**config.mk**
```make
export PLATFORM = sky130hd
export DESIGN_NAME = gps_corr_search
export DESIGN_NICKNAME = d
export VERILOG_FILES = /design/src/rtl/gps_corr_search.sv
export SDC_FILE = /design/constraint.sdc
export NUM_CORES = 1
export LEC_CHECK = 0
export CORE_AREA = 3 3 166 168
export DETAILED_ROUTE_END_ITERATION = 6
export DIE_AREA = 0 0 169 171
export PLACE_DENSITY = 0.7
export SYNTH_ARGS = -nofsm -noshare
export SYNTH_HDL_FRONTEND = slang
export SYNTH_SLANG_ARGS = --single-unit
```
**constraint.sdc**
```tcl
create_clock -name clk_in -period 13.05 [get_ports clk_in]
set_input_delay 2.61 -clock clk_in [delete_from_list [all_inputs] [get_ports clk_in]]
set_output_delay 2.61 -clock clk_in [all_outputs]
set_load 0.02 [all_outputs]
```
**src/rtl/gps_corr_search.sv**
```systemverilog
// GPS C/A acquisition: serial code-phase search over one PRN / Doppler bin.
// Samples are correlated against a local carrier x Gold replica; the strongest phase is reported.
module gps_corr_search #(
    parameter int CHIPS = 1023,  // code phases searched, chips per dwell
    parameter int SPC   = 16     // samples per chip
) (
    input  logic        clk_in,
    input  logic        rst_in_n,
    input  logic        ena_in,
    input  logic        sample_in,
    input  logic [4:0]  n_sat_in,
    input  logic [7:0]  doppler_in,
    input  logic        start_in,
    input  logic [15:0] threshold_in,
    output logic        busy_out,
    output logic        done_out,
    output logic        lock_out,
    output logic [15:0] peak_phase_out,
    output logic [15:0] peak_mag_out
);
    localparam int          SW       = (SPC > 1) ? $clog2(SPC) : 1;
    localparam logic [SW-1:0] SUB_LAST = SW'(SPC - 1);
    localparam logic [13:0] CNT_LAST = 14'(CHIPS * SPC - 1);
    localparam logic [9:0]  P_LAST   = 10'(CHIPS - 1);

    typedef enum logic [2:0] {IDLE, ALIGN, DWELL, EVAL, DONE} state_t;
    state_t state, state_nx;

    logic [13:0]        cnt, dcnt;
    logic [14:0]        nco;
    logic [9:0]         g1, g2, p;
    logic [SW-1:0]      sub;
    logic signed [14:0] acc_i, acc_q;
    logic [4:0]         sat_q;
    logic [7:0]         dop_q;
    logic [15:0]        thr_q, best_mag, best_phase;

    logic               align_hit, acc_en, last_eval, better;
    logic [9:0]         g1_cur, g2_cur;
    logic [SW-1:0]      sub_cur;
    logic [7:0]         taps;
    logic               gc, ri, rq;
    logic [14:0]        abs_i, abs_q;
    logic [15:0]        mag, cand_phase, fin_mag, fin_phase;

    // G2 phase-selector stages (0-based) for PRN 1..32
    function automatic logic [7:0] g2_taps(input logic [4:0] n);
        case (n)
            5'd0:  g2_taps = {4'd1, 4'd5}; 5'd1:  g2_taps = {4'd2, 4'd6};
            5'd2:  g2_taps = {4'd3, 4'd7}; 5'd3:  g2_taps = {4'd4, 4'd8};
            5'd4:  g2_taps = {4'd0, 4'd8}; 5'd5:  g2_taps = {4'd1, 4'd9};
            5'd6:  g2_taps = {4'd0, 4'd7}; 5'd7:  g2_taps = {4'd1, 4'd8};
            5'd8:  g2_taps = {4'd2, 4'd9}; 5'd9:  g2_taps = {4'd1, 4'd2};
            5'd10: g2_taps = {4'd2, 4'd3}; 5'd11: g2_taps = {4'd4, 4'd5};
            5'd12: g2_taps = {4'd5, 4'd6}; 5'd13: g2_taps = {4'd6, 4'd7};
            5'd14: g2_taps = {4'd7, 4'd8}; 5'd15: g2_taps = {4'd8, 4'd9};
            5'd16: g2_taps = {4'd0, 4'd3}; 5'd17: g2_taps = {4'd1, 4'd4};
            5'd18: g2_taps = {4'd2, 4'd5}; 5'd19: g2_taps = {4'd3, 4'd6};
            5'd20: g2_taps = {4'd4, 4'd7}; 5'd21: g2_taps = {4'd5, 4'd8};
            5'd22: g2_taps = {4'd0, 4'd2}; 5'd23: g2_taps = {4'd3, 4'd5};
            5'd24: g2_taps = {4'd4, 4'd6}; 5'd25: g2_taps = {4'd5, 4'd7};
            5'd26: g2_taps = {4'd6, 4'd8}; 5'd27: g2_taps = {4'd7, 4'd9};
            5'd28: g2_taps = {4'd0, 4'd5}; 5'd29: g2_taps = {4'd1, 4'd6};
            5'd30: g2_taps = {4'd2, 4'd7}; default: g2_taps = {4'd3, 4'd8};
        endcase
    endfunction

    // On the alignment cycle the replica restarts from its load state for this very sample
    assign align_hit = (state == ALIGN) && ena_in && (cnt == 14'(p * SPC));
    assign acc_en    = ena_in && (align_hit || state == DWELL);
    assign g1_cur    = align_hit ? '1 : g1;
    assign g2_cur    = align_hit ? '1 : g2;
    assign sub_cur   = align_hit ? '0 : sub;
    assign taps      = g2_taps(sat_q);
    assign gc        = g1_cur[9] ^ g2_cur[taps[7:4]] ^ g2_cur[taps[3:0]];
    assign ri        = gc ^ nco[14] ^ nco[13];
    assign rq        = gc ^ nco[14];

    assign abs_i      = acc_i[14] ? 15'(-acc_i) : 15'(acc_i);
    assign abs_q      = acc_q[14] ? 15'(-acc_q) : 15'(acc_q);
    assign mag        = {1'b0, abs_i} + {1'b0, abs_q};
    assign cand_phase = 16'(p * SPC);
    assign better     = mag > best_mag;
    assign last_eval  = (state == EVAL) && (p == P_LAST);
    assign fin_mag    = better ? mag : best_mag;
    assign fin_phase  = better ? cand_phase : best_phase;

    always_comb begin
        state_nx = state;
        busy_out = 1'b0;
        done_out = 1'b0;
        case (state)
            IDLE:  if (start_in) state_nx = ALIGN;
            ALIGN: begin busy_out = 1'b1; if (align_hit) state_nx = DWELL; end
            DWELL: begin busy_out = 1'b1; if (ena_in && dcnt == CNT_LAST) state_nx = EVAL; end
            EVAL:  begin busy_out = 1'b1; state_nx = (p == P_LAST) ? DONE : ALIGN; end
            DONE:  begin done_out = 1'b1; state_nx = IDLE; end
            default: state_nx = IDLE;
        endcase
    end

    always_ff @(posedge clk_in or negedge rst_in_n) begin
        if (!rst_in_n) state <= IDLE;
        else           state <= state_nx;
    end

    always_ff @(posedge clk_in or negedge rst_in_n) begin
        if (!rst_in_n) begin
            cnt <= '0; dcnt <= '0; nco <= '0; sub <= '0; p <= '0;
            g1 <= '1; g2 <= '1;
            acc_i <= '0; acc_q <= '0;
            sat_q <= '0; dop_q <= '0; thr_q <= '0;
            best_mag <= '0; best_phase <= '0;
            lock_out <= 1'b0; peak_phase_out <= '0; peak_mag_out <= '0;
        end else begin
            if (ena_in) begin
                cnt <= (cnt == CNT_LAST) ? '0 : cnt + 14'd1;
                nco <= nco + 15'd8000 + 15'(dop_q);
            end
            if (acc_en) begin
                sub  <= (sub_cur == SUB_LAST) ? '0 : sub_cur + 1'b1;
                g1   <= (sub_cur == SUB_LAST) ? {g1_cur[8:0], g1_cur[2] ^ g1_cur[9]} : g1_cur;
                g2   <= (sub_cur == SUB_LAST) ? {g2_cur[8:0], g2_cur[1] ^ g2_cur[2] ^ g2_cur[5]
                                                 ^ g2_cur[7] ^ g2_cur[8] ^ g2_cur[9]} : g2_cur;
                acc_i <= (align_hit ? 15'sd0 : acc_i) + ((sample_in == ri) ? 15'sd1 : -15'sd1);
                acc_q <= (align_hit ? 15'sd0 : acc_q) + ((sample_in == rq) ? 15'sd1 : -15'sd1);
                dcnt  <= align_hit ? 14'd1 : dcnt + 14'd1;
            end
            if (state == IDLE && start_in) begin
                sat_q <= n_sat_in; dop_q <= doppler_in; thr_q <= threshold_in;
                p <= '0; best_mag <= '0; best_phase <= '0;
            end
            if (state == EVAL) begin
                if (better) begin
                    best_mag   <= mag;
                    best_phase <= cand_phase;
                end
                if (p != P_LAST) p <= p + 10'd1;
            end
            // Results land together with the DONE state so they are valid while done_out is high
            if (last_eval) begin
                peak_mag_out   <= fin_mag;
                peak_phase_out <= fin_phase;
                lock_out       <= fin_mag >= thr_q;
            end
        end
    end
endmodule

```
## Word-level counts from Yosys, hierarchy flattened

Memory sizes are Yosys's and may differ from the RTL's.
Cells that the tools add are included.

- Output and inout bits: 35
- Bits in registers: 204
- Latch bits: 0
- Memories kept: 1
- ROM bits: 256
- RAM bits: 0

- Multipliers: 0
- Shift-type cells: 0
- Equal/unequal tests: 15
- Order comparisons: 4
- Reduce and logical (&&, ||, !) cells: 10
- $add $sub $neg: 11
- Bitwise logic cells: 10
- Multiplexer cells: 36
- Divide/modulo/power cells: 0

Memory list:

| name | depth | bits a word | read ports | clocked after memory_dff | wr ports | line | source |
|---|---|---|---|---|---|---|---|
| (no name shown) | 32 | 8 | 1 | 0 | 0 | 48 | `case (n)` |

Operators with widths:

| cell | number |
|---|---|
| $mux W16 | 8 |
| $mux W15 | 6 |
| $mux W10 | 7 |
| $add A15 B15 Y15 | 2 |
| $neg A15 Y15 | 2 |
| $add A14 B1 Y14 const B | 2 |
| $eq A14 B14 Y1 const B | 2 |
| $mux W14 | 2 |
| $add A15 B15 Y16 | 1 |
| $ge A16 B16 Y1 | 1 |
| $gt A16 B16 Y1 | 1 |
| $add A15 B13 Y15 const B | 1 |
| $add A15 B8 Y15 | 1 |
| $eq A14 B14 Y1 | 1 |
| $mux W3 | 4 |
| $pmux W3 S4 | 1 |
| $add A10 B1 Y10 const B | 1 |
| $eq A10 B10 Y1 const B | 1 |
| $lt A4 B5 Y1 const B | 2 |
| $ne A10 B10 Y1 const B | 1 |
| $xor A1 B1 Y1 | 10 |
| $bmux W1 S4 | 2 |
| $mux W4 | 2 |
| $eq A3 B2 Y1 const B | 2 |
| 13 further kinds | 23 |

## Depth between registers and ports, before layout

- Word-level depth: 13
- Mapped depth: 38

## Worst setup path after synthesis

No wires, ideal clock.

- Path kind: input to register
- From: in ena_in
- To: reg acc_q[14]
- Path slack: 6197 ps
- Data required time: 12970 ps
- Stages on the path: 19
- Arrival time: 6773 ps
- Path buffers: 0
- Cell sequence: and4_1 > nand4_1 > and4bb_1 > a41o_2 > a211oi_4 > xor2_1 > ha_1 > a21o_1 > a21oi_1 > nor2b_1 > o21ai_0 > a21oi_1 > a41oi_1 > a21oi_1 > a21o_1 > a21oi_1 > xnor2_1 > and3_1 > nor3_2

- Cells in the longest elaborated chain, start to end: 11
- Elaborated cells between the ends (all ways): 17
- Those cells by class: add/sub: 1; eq/ne: 1; mux: 8; bitwise: 3; reduce/logical: 4

RTL lines:

| what | line | source |
|---|---|---|
| start: declaration | 9 | `input logic ena_in,` |
| $logic_and A1 B1 Y1 (2 in series) | 69 | `assign align_hit = (state == ALIGN) && ena_in && (cnt == 14'(p * SPC));` |
| $mux W10 | 72 | `assign g2_cur = align_hit ? '1 : g2;` |
| $bmux W1 S4 | 75 | `assign gc = g1_cur[9] ^ g2_cur[taps[7:4]] ^ g2_cur[taps[3:0]];` |
| $mux W1 (implied by the code) | 75 |  |
| $xor A1 B1 Y1 (2 in series) | 75 |  |
| $xor A1 B1 Y1 | 77 | `assign rq = gc ^ nco[14];` |
| $eq A1 B1 Y1 | 126 | `acc_q <= (align_hit ? 15'sd0 : acc_q) + ((sample_in == rq) ? 15'sd1 : -15'sd1);` |
| $mux W15 | 126 |  |
| $add A15 B15 Y15 | 126 |  |
| end signal: assignment | 126 |  |
| end: declaration | 33 | `logic signed [14:0] acc_i, acc_q;` |

Parallel ways exist; a longest one is shown, timed or not. The select of a mux whose other input is x is not followed.
A chain may end at the register's enable or synchronous reset.

## Worst setup path in the final report

- From: in ena_in
- To: reg acc_i[14]

- Cells in the longest elaborated chain, start to end: 12
- Elaborated cells between the ends (all ways): 18
- Those cells by class: add/sub: 1; eq/ne: 1; mux: 8; bitwise: 4; reduce/logical: 4

RTL lines:

| what | line | source |
|---|---|---|
| $logic_and A1 B1 Y1 (2 in series) | 69 |  |
| $mux W10 | 72 |  |
| $bmux W1 S4 | 75 |  |
| $mux W1 (implied by the code) | 75 |  |
| $xor A1 B1 Y1 (2 in series) | 75 |  |
| $xor A1 B1 Y1 (2 in series) | 76 | `assign ri = gc ^ nco[14] ^ nco[13];` |
| $eq A1 B1 Y1 | 125 | `acc_i <= (align_hit ? 15'sd0 : acc_i) + ((sample_in == ri) ? 15'sd1 : -15'sd1);` |
| $mux W15 | 125 |  |
| $add A15 B15 Y15 | 125 |  |
| end signal: assignment | 125 |  |
| end: declaration | 33 |  |

Parallel ways exist; a longest one is shown, timed or not. The select of a mux whose other input is x is not followed.

==> flow_metrics.env <==
export IMPL_cp_required_ns=13.46
export IMPL_seqPwrFrac_pct=25.7
export IMPL_status="finished, final reports clean"
export IMPL_arrival_ns=8.15
export IMPL_yosysUniqueCellTypes=79
export IMPL_multiInputGateArea_sq_um=7430
export IMPL_final_instance_count_excl_fill=1852
export IMPL_remaining_drc_errors=0
export IMPL_vias=10000
export IMPL_hold_viol=0
export IMPL_fin_nets=1646
export IMPL_place_gp_congestion=0.888
export IMPL_grt_use_total_pct=19.4
export IMPL_drt_total_wl_um=27800
export IMPL_clock_sinks=204
export IMPL_slew_viol_final=0
export IMPL_die_area_sq_um=28900
export IMPL_critical_path_startpoint_type="input port"
export IMPL_peakVddDrop_v=0.000155
export IMPL_period_share_pct=59.3
export IMPL_io_buffers=68
export IMPL_grt_antenna_before_repair=0
export IMPL_die_h_um=171
export IMPL_postCtsSetupBuffers=0
export IMPL_seq_area_frac_synth_pct=39.2
export IMPL_clkLatencyLatePin_ns=0.51
export IMPL_coreArea_sq_um=26100
export IMPL_hold_slack_ns=0.471
export IMPL_slew_headroom_pct=41.9
export IMPL_crit_type="input port to flip-flop"
export IMPL_power_total_w=0.00340
export IMPL_p_leak_nw=6.94
export IMPL_syn_to_final_growth_pct=13.0
export IMPL_grt_pass1_wl_um=47500
export IMPL_p_clk_share_pct=18.7
export IMPL_combPwrFrac_pct=55.5
export IMPL_synth_cells=1457
export IMPL_fillers=2276
export IMPL_grt_ovfl_total=0
export IMPL_final_core_util_pct=56.7
export IMPL_cts_max_level=1
export IMPL_worst_slew_pin_slew_ns=0.870
export IMPL_critical_path_peak_fanout=42
export IMPL_grt_max_degree=78
export IMPL_die_x_um=169
export IMPL_cts_resized=0
export IMPL_cts_root_buffer="clkbuf_16"
export IMPL_register_area_sq_um=5130
export IMPL_holdBufCountCts=0
export IMPL_ys_seq_elements=204
export IMPL_fmax_mhz=129
export IMPL_placed_cells=1810
export IMPL_p_switching_w=0.00140
export IMPL_p_per_area_nw_per_um2=230
export IMPL_holdCritPathClass="flip-flop to flip-flop"
export IMPL_drt_initial_drc_count=782
export IMPL_synth_nets=1603
export IMPL_clockBufferDepth=3
export IMPL_n_antenna_cell=0
export IMPL_fin_skew_ns=0.0105
export IMPL_initial_core_util_pct=50.2
export IMPL_cap_violations=0
export IMPL_wl_per_cell_um=15.0
export IMPL_p_int_w=0.00200
export IMPL_synth_edf_count=0
export IMPL_postRouteAntennaNets=0
export IMPL_io_pins=69
export IMPL_switching_share_pct=41.2
export IMPL_drive_gt1_share_pct=8.57
export IMPL_row_count=59
export IMPL_viasPerCell=5.41
export IMPL_synthArstFlopShare_pct=100
export IMPL_cts_clk_slew_worst_paths_ns=0.06
export IMPL_cts_buffers=23
export IMPL_ys_flop_type="dfrtp_1"
export IMPL_final_min_clock_period_ns=7.74
export IMPL_synth_yosys_warnings=0
export IMPL_postSynthAreaPerCell_sq_um=8.98
export IMPL_first_pass_iters=7
export IMPL_dp_hpwl_um=19900
export IMPL_setup_viol=0
export IMPL_rsz0062_at_grt="false"
export IMPL_netlist_area_sq_um=13100
export IMPL_tns_ns=0
export IMPL_cts_tree="yes"
export IMPL_grt_pass1_vias=9655
export IMPL_cp_end_kind="flip-flop"
placed cells by master (no fill, tap or decap), types with 4 or more instances in the layout:
master,n
nand2_1,232
dfrtp_1,184
nor2_1,130
ha_1,108
o21ai_0,100
a21oi_1,93
clkdlybuf4s50_1,67
inv_1,64
xnor2_1,63
xor2_1,54
and2_1,33
a21o_1,26
mux2_2,25
mux2i_1,23
o31ai_1,23
clkbuf_16,23
nand4_1,22
dfstp_2,20
nand3_1,18
nand2b_1,16
nor3_1,16
buf_4,16
or3_1,14
o21a_1,11
nor2b_1,10
clkbuf_8,10
o21bai_1,8
and3_1,7
a31oi_1,5
nand3b_1,5
or2_2,5
clkbuf_1,5
o211ai_1,4
a211oi_1,4
a31o_2,4
fa_1,4
state kept, by name, indices dropped and copies added (netlist names):
| register | count |
|---|---|
| acc_i | 15 |
| g2 | 10 |
| sub | 4 |
| lock_out | 1 |
| nco | 15 |
| thr_q | 16 |
| best_phase | 16 |
| g1 | 10 |
| peak_mag_out | 16 |
| best_mag | 16 |
| sat_q | 5 |
| peak_phase_out | 16 |
| dop_q | 8 |
| state | 3 |
| dcnt | 14 |
| acc_q | 15 |
| cnt | 14 |
| p | 10 |
power by group through the flow:
stage / combinational [W] / sequential [W] / clock (W)
after detailed placement: 0.00188 / 0.000884 / 0
after CTS: 0.00189 / 0.000874 / 0.000651
after global routing: 0.00215 / 0.000893 / 0.000676
after floorplan: 0.00157 / 0.000827 / 0
after global placement: 0.00182 / 0.000879 / 0
final: 0.00189 / 0.000875 / 0.000636
routing by layer:
metal,vias up,part of all wire (%),global-route usage [%]
met4,0,1.9,4.52
met1,4735,48,26.8
met2,161,47,32.9
met3,32,3.3,2.24
met5,-,0,0
li1,5086,-,-
cells in the mapped netlist (4+ instances only):
master	instances	area [sq um]
mux2_2	25	282
clkbuf_1	42	158
nor3_1	16	80.1
mux2i_1	23	230
buf_1	10	37.5
and3_1	7	43.8
nand3b_1	5	37.5
fa_1	4	80.1
o211ai_1	4	30.0
o21ai_0	101	505
nor2_1	130	488
a31o_2	4	35.0
a21o_1	26	195
a31oi_1	5	31.3
o31ai_1	23	173
o21a_1	11	82.6
nand2b_1	16	100
and2_1	33	206
xnor2_1	63	552
xor2_1	54	473
nor2b_1	10	62.6
or2_2	5	31.3
ha_1	108	1350
nand4_1	22	138
dfstp_2	20	526
o21bai_1	8	60.1
buf_6	4	45.0
nand2_1	232	871
nand3_1	18	90.1
or3_1	14	87.6
dfrtp_1	184	4600
buf_2	7	35.0
a21oi_1	94	470
a211oi_1	4	30.0
inv_1	64	240
worst max-delay path, stage by stage:
cell	delay (ns)
clkdlybuf4s50_1	0.45
buf_4	0.32
and4_1	0.26
nand4_1	0.07
buf_4	0.27
and4bb_1	0.25
a41o_2	0.25
a211oi_4	0.25
xnor3_2	0.39
inv_1	0.41
ha_1	0.36
a21o_1	0.20
a21oi_1	0.21
nor2b_1	0.07
o21a_1	0.18
o311a_1	0.31
o21a_1	0.18
o21ai_1	0.17
a21oi_1	0.13
a31oi_1	0.21
xor2_1	0.24
a21oi_1	0.10
a311oi_1	0.21
path summary, 6_finish.rpt:
| path | cells past startpoint | end | slack [ns] | startpoint |
|---|---|---|---|---|
| worst max-delay path | 23 | acc_i[14] | 5.31 | ena_in |
| worst min-delay path | 2 | peak_phase_out[13] | 0.47 | peak_phase_out[13] |
| worst max register to register | 38 | lock_out | 5.60 | acc_i[0] |
| worst min register to register | 2 | peak_phase_out[13] | 0.47 | peak_phase_out[13] |
| max in group asynchronous | 2 | dcnt[11] | 9.61 | rst_in_n |
| min in group asynchronous | 1 | best_phase[12] | 2.11 | rst_in_n |
cell families (layout without fill, tap and decap cells):
family | count (synthesis) | count (layout) | synth area share (%)
simple gates | 530 | 530 | 18.7
compound gates | 309 | 309 | 14.6
flops | 204 | 204 | 39.2
buf+inv | 131 | 191 | 4.19
xor+xnor | 119 | 119 | 8.14
fa+ha+maj | 112 | 112 | 10.9
mux | 52 | 52 | 4.28
layout make-up:
type	instances	share of cell area, %
clock buffer	37	4.86
clock inverter	5	0.279
inverter	65	1.65
multi-input combinational	1122	50.2
sequential	204	34.7
tap	335	2.83
timing repair buffer	84	5.44
per-stage QoR:
step                setup slack [ns]  cell area [sq um]
floorplan                       6.20              13100
global placement                4.88              14000
detailed placement              4.78              14000
CTS                             5.28              14800
global route                    4.87              14800
finish                          5.31              14800
Note: power is estimated with default switching activity, not from simulation.
